$ cat src/rtl/alu_4bit_issuer.sv
// Command-side initiator for the combinational alu_4bit: buffers commands, issues one at a time,
// checks each ALU result against a golden model and returns tagged responses with running counters.
module alu_4bit_issuer #(
    parameter int DEPTH = 4,
    parameter int TAG_W = 4,
    parameter int CNT_W = 16
) (
    input  logic             clk,
    input  logic             rst,
    input  logic             cmd_valid,
    output logic             cmd_ready,
    input  logic [2:0]       cmd_op,
    input  logic [3:0]       cmd_a,
    input  logic [3:0]       cmd_b,
    input  logic [TAG_W-1:0] cmd_tag,
    output logic [2:0]       ALU_Sel,
    output logic [3:0]       a,
    output logic [3:0]       b,
    input  logic [3:0]       ALU_Result,
    input  logic             Zero,
    input  logic             Carry,
    input  logic             Overflow,
    output logic             rsp_valid,
    input  logic             rsp_ready,
    output logic [3:0]       rsp_result,
    output logic [2:0]       rsp_flags,
    output logic [TAG_W-1:0] rsp_tag,
    output logic             rsp_err,
    output logic [CNT_W-1:0] op_count,
    output logic [CNT_W-1:0] err_count
);

    localparam int AW = $clog2(DEPTH);
    localparam int EW = 11 + TAG_W;
    localparam logic [AW:0] FULL_CNT = (AW+1)'(DEPTH);

    typedef enum logic [1:0] {S_IDLE, S_ISSUE, S_RESP} state_t;

    state_t             r_state, w_state_nxt;
    logic [EW-1:0]      r_mem [DEPTH];
    logic [AW-1:0]      r_wr_ptr, r_rd_ptr;
    logic [AW:0]        r_count;
    logic [TAG_W-1:0]   r_tag;
    logic               w_full, w_empty, w_push, w_pop, w_capture, w_accept, w_err;
    logic [EW-1:0]      w_head;

    function automatic logic [3:0] f_golden(input logic [2:0] op, input logic [3:0] x, input logic [3:0] y);
        case (op)
            3'b000:  f_golden = x + y;
            3'b001:  f_golden = x - y;
            3'b010:  f_golden = x & y;
            3'b011:  f_golden = x | y;
            3'b100:  f_golden = x ^ y;
            3'b101:  f_golden = ~x;
            3'b110:  f_golden = {x[2:0], 1'b0};
            default: f_golden = {1'b0, x[3:1]};
        endcase
    endfunction

    function automatic logic [CNT_W-1:0] f_sat_inc(input logic [CNT_W-1:0] c);
        f_sat_inc = (&c) ? c : c + CNT_W'(1);
    endfunction

    assign w_full    = (r_count == FULL_CNT);
    assign w_empty   = (r_count == '0);
    assign cmd_ready = !w_full && !rst;
    assign w_push    = cmd_valid && cmd_ready;
    assign w_head    = r_mem[r_rd_ptr];
    assign w_err     = (ALU_Result != f_golden(ALU_Sel, a, b)) || (Zero != (ALU_Result == 4'd0));

    // Storage holds no control state, so it is left out of reset.
    always_ff @(posedge clk) begin
        if (w_push) begin
            r_mem[r_wr_ptr] <= {cmd_op, cmd_a, cmd_b, cmd_tag};
        end
    end

    always_ff @(posedge clk) begin
        if (rst) begin
            r_wr_ptr <= '0;
            r_rd_ptr <= '0;
            r_count  <= '0;
        end else begin
            if (w_push) r_wr_ptr <= r_wr_ptr + AW'(1);
            if (w_pop)  r_rd_ptr <= r_rd_ptr + AW'(1);
            case ({w_push, w_pop})
                2'b10:   r_count <= r_count + (AW+1)'(1);
                2'b01:   r_count <= r_count - (AW+1)'(1);
                default: r_count <= r_count;
            endcase
        end
    end

    always_ff @(posedge clk) begin
        if (rst) r_state <= S_IDLE;
        else     r_state <= w_state_nxt;
    end

    always_comb begin
        w_state_nxt = r_state;
        w_pop       = 1'b0;
        w_capture   = 1'b0;
        w_accept    = 1'b0;
        case (r_state)
            S_IDLE: begin
                if (!w_empty) begin
                    w_pop       = 1'b1;
                    w_state_nxt = S_ISSUE;
                end
            end
            S_ISSUE: begin
                w_capture   = 1'b1;
                w_state_nxt = S_RESP;
            end
            S_RESP: begin
                if (rsp_valid && rsp_ready) begin
                    w_accept    = 1'b1;
                    w_state_nxt = S_IDLE;
                end
            end
            default: w_state_nxt = S_IDLE;
        endcase
    end

    // ALU drive changes only on a pop, so the ALU inputs stay stable through ISSUE and RESP.
    always_ff @(posedge clk) begin
        if (rst) begin
            ALU_Sel <= '0;
            a       <= '0;
            b       <= '0;
            r_tag   <= '0;
        end else if (w_pop) begin
            ALU_Sel <= w_head[EW-1 -: 3];
            a       <= w_head[TAG_W+7 -: 4];
            b       <= w_head[TAG_W+3 -: 4];
            r_tag   <= w_head[TAG_W-1:0];
        end
    end

    always_ff @(posedge clk) begin
        if (rst) begin
            rsp_valid  <= 1'b0;
            rsp_result <= '0;
            rsp_flags  <= '0;
            rsp_tag    <= '0;
            rsp_err    <= 1'b0;
            op_count   <= '0;
            err_count  <= '0;
        end else begin
            if (w_capture) begin
                rsp_valid  <= 1'b1;
                rsp_result <= ALU_Result;
                rsp_flags  <= {Overflow, Carry, Zero};
                rsp_tag    <= r_tag;
                rsp_err    <= w_err;
            end else if (w_accept) begin
                rsp_valid <= 1'b0;
                op_count  <= f_sat_inc(op_count);
                if (rsp_err) err_count <= f_sat_inc(err_count);
            end
        end
    end

endmodule

$ cat config.mk
export PLATFORM = sky130hd
export DESIGN_NAME = alu_4bit_issuer
export DESIGN_NICKNAME = d
export VERILOG_FILES = /design/src/rtl/alu_4bit_issuer.sv
export SDC_FILE = /design/constraint.sdc
export NUM_CORES = 1
export LEC_CHECK = 0
export CAP_MARGIN = 0
export CORE_MARGIN = 2
export CORE_UTILIZATION = 25
export CTS_BUF_LIST = sky130_fd_sc_hd__clkbuf_2
export CTS_CLUSTER_SIZE = 40
export DETAILED_ROUTE_END_ITERATION = 16
export DONT_BUFFER_PORTS = 1
export PLACE_DENSITY = 0.34
export SYNTH_ARGS = -nofsm -noshare
export SYNTH_HDL_FRONTEND = slang
export SYNTH_SLANG_ARGS = --single-unit
$ cat constraint.sdc
create_clock -name clk -period 7.7 [get_ports clk]
set_clock_uncertainty 0.05 [all_clocks]
set_input_delay 1.155 -clock clk [delete_from_list [all_inputs] [get_ports clk]]
set_output_delay 1.155 -clock clk [all_outputs]
set_load 0.05 [all_outputs]
==> flow_summary.json <==
{
  "timing_worst_setup_path_type": "reg2reg",
  "stdcell_count": 806,
  "maximum_number_of_pins_on_one_net_before_global_route_repair": 71,
  "worstHoldPathType": "reg2reg",
  "routed_via_density": 4.61,
  "setup-violations-final": 0,
  "std_cell_rows": 55,
  "first_global_vias": 3764,
  "max-vdd-ir-drop_uv": 107,
  "synth.distinct_cells": 52,
  "fin_util_pct": 27.9,
  "post_cts_buffers": 0,
  "insertion_delay_ps": 690,
  "final_cell_mix": "69 x dfxtp_1, 67 x nand2_1, 60 x edfxtp_1, 45 x nor2_1, 33 x a21oi_1",
  "final_period_utilization_pct": 45.5,
  "cts_resized": 0,
  "final_nets": 554,
  "slew_at_the_pin_with_the_worst_max_slew_slack_ps": 1030,
  "drcViolationCount": 0,
  "route.vias.total": 3719,
  "die_x_extent_um": 155,
  "dr.pass1.iters": 4,
  "synth.top_cells.by_area": "edfxtp_1 32%, dfxtp_1 24%, mux4_2 6.3%",
  "gpl.final_weighted_congestion": 0.740,
  "hpwlAfterDp_mm": 9.23,
  "timing.critical_path.to_type": "flip-flop",
  "final_wirelength_mm": 13.7,
  "die_area_um2": 24100,
  "hold_violations": 0,
  "syn_inst": 508,
  "grt_setup_unrepaired": "false",
  "clock_path_buffers": 2,
  "tritoncts": "done",
  "post-synth-top-area-cell": "edfxtp_1",
  "root_buffer": "clkbuf_2",
  "synthesis.area_per_instance_um2": 11.3,
  "hold_buffers": 0,
  "regToRegStartpoint": "ALU_Sel[0]",
  "synth_sequential_area_ratio_pct": 55.7,
  "placeableCoreArea_um2": 22600,
  "postSynth.topFlopCell": "dfxtp_1",
  "power.density_cell_area_nw_per_um2": 342,
  "grt_remaining_overflow": 0,
  "cp-start-kind": "flip-flop",
  "groute.usage.overall_pct": 11.5,
  "die_h_um": 155,
  "post-place-cells": 773,
  "ys.warnings.count": 0,
  "clk_pin_slew_ps": 200,
  "grt_pass1_wl_mm": 21.0,
  "cts_buffers": 17,
  "synthDominantCellAreaShare_pct": 31.5,
  "power.static_leakage_nw": 2.07,
  "area_delta_synth_final_pct": 10.1,
  "period_needed_ps": 3500,
  "drt.antenna.violating_nets": 0,
  "max_cap_violations": 0,
  "number_of_enable_flip_flop_cells_after_synthesis": 60,
  "antenna_found_initial": 1,
  "yosys_register_bits": 129,
  "final_max_slew_viol_count": 0,
  "fmaxAchievable_mhz": 286,
  "place.port_buffers": 0,
  "timing.critical_path.arrival_ps": 4030,
  "critPathRequiredTime_ps": 8230,
  "netlist_area_um2": 5720,
  "max-slew-margin-rel_pct": 31.6,
  "timing.hold.worst.start": "r_tag[3]",
  "run_status": "finished clean",
  "initialDrtViolationCount": 211,
  "htreeDepth": 4,
  "design_power_total_w": 0.00215,
  "tns_ps": 0,
  "commonest_non_fill_non_tap_cell_in_the_layout": "dfxtp_1",
  "clkSinkCount": 129,
  "starting_density_of_the_core_pct": 25.3,
  "postSynthNetCount": 555,
  "num_io_pins": 83,
  "route.detailed.wl_per_inst_um": 16.9,
  "path_max_fanout": 16,
  "synth_async_reset_ratio_pct": 0,
  "layout-drive-gt1-share_pct": 11.2,
  "setup.worst_path.start": "ALU_Sel[0]"
}
-- per-stage QoR --
stage          hold WS [ps]  setup slack (ps)  area (um^2)
2_1_floorplan           382              4060         5720
3_3_place_gp            397              4270         6010
3_5_place_dp            396              4200         6010
4_1_cts                 350              4190         6300
5_1_grt                 345              3980         6300
6_report                407              4200         6300
-- worst max-delay path, cell delays in order, from the launching register on --
cell      delay [ps]
dfxtp_1         1000
nor3b_1          390
mux2_2           410
fa_1             410
xnor2_1          150
a32o_1           210
o32ai_1          300
xor2_1           180
o2111a_1         210
a31oi_1           80
-- kinds of logic (layout without fill, tap and decap cells) --
kind of cell / Yosys count / count (layout) / share of synthesized area, %
other: 0 / 1 / 0
buffers and inverters: 46 / 58 / 3.24
multiplexers: 23 / 23 / 7.57
adder cells (fa/ha/maj): 21 / 21 / 4.86
XOR/XNOR: 38 / 38 / 5.82
flip-flops: 129 / 129 / 55.7
AND/OR/NAND/NOR: 184 / 184 / 15.5
AO/OA/AOI/OAI: 67 / 67 / 7.35
-- worst paths after layout --
check,to,slack (ps),cells past startpoint
setup / recovery,rsp_err,4200,9
hold / removal,rsp_tag[3],410,2
setup reg to reg,rsp_err,4200,9
hold reg to reg,rsp_tag[3],410,2
-- final cells by class --
type,instances,area [um^2]
Timing Repair Buffer,3,22.5
Clock buffer,17,85.1
Fill cell,2360,16300
Tap cell,285,357
Clock inverter,15,205
Inverter,23,86.3
Antenna cell,1,2.50
Sequential cell,129,3180
Multi-Input combinational cell,333,2360
-- where the power goes --
part / switching (W) / leakage (nW) / internal, W / total (W)
logic: 0.000362 / 0.791 / 0.000286 / 0.000648
registers: 0.000220 / 1.10 / 0.000792 / 0.00101
clock network: 0.000273 / 0.170 / 0.000219 / 0.000492
total: 0.000855 / 2.07 / 0.00130 / 0.00215
-- layer usage --
layer | up-vias | track usage, % | routed length [um] | part of all wire (%)
met2 | 87 | 18.0 | 6340 | 46
met1 | 1811 | 14.2 | 6120 | 45
met3 | 15 | 5.01 | 1020 | 7.5
li1 | 1806 | - | - | -
met5 | - | 0 | 0 | 0
met4 | 0 | 3.93 | 173 | 1.3
-- cell usage after synthesis (all sizes together), types with 2 or more instances --
cell type	n
xor2	19
edfxtp	60
nand2	67
o32ai	2
clkbuf	18
mux2i	5
ha	19
xnor2	19
nand4	6
mux2	2
nand3	15
a21oi	33
nand2b	4
nor3b	4
nor2b	4
fa	2
or3	6
and4	5
nor2	45
buf	5
and2	2
and3	7
nor4	5
nor3	8
mux4	16
dfxtp	69
inv	22
a31oi	8
o21ai	9
a221oi	3
-- state kept, by name (all words and copies together) (netlist names) --
signal / flops
r_state: 2
rsp_result: 4
rsp_flags: 3
rsp_tag: 4
err_count: 16
r_tag: 4
b: 4
r_wr_ptr: 2
rsp_valid: 1
op_count: 16
r_mem: 60
a: 4
rsp_err: 1
ALU_Sel: 3
r_rd_ptr: 2
r_count: 3
Note: power is estimated with default switching activity, not from simulation.
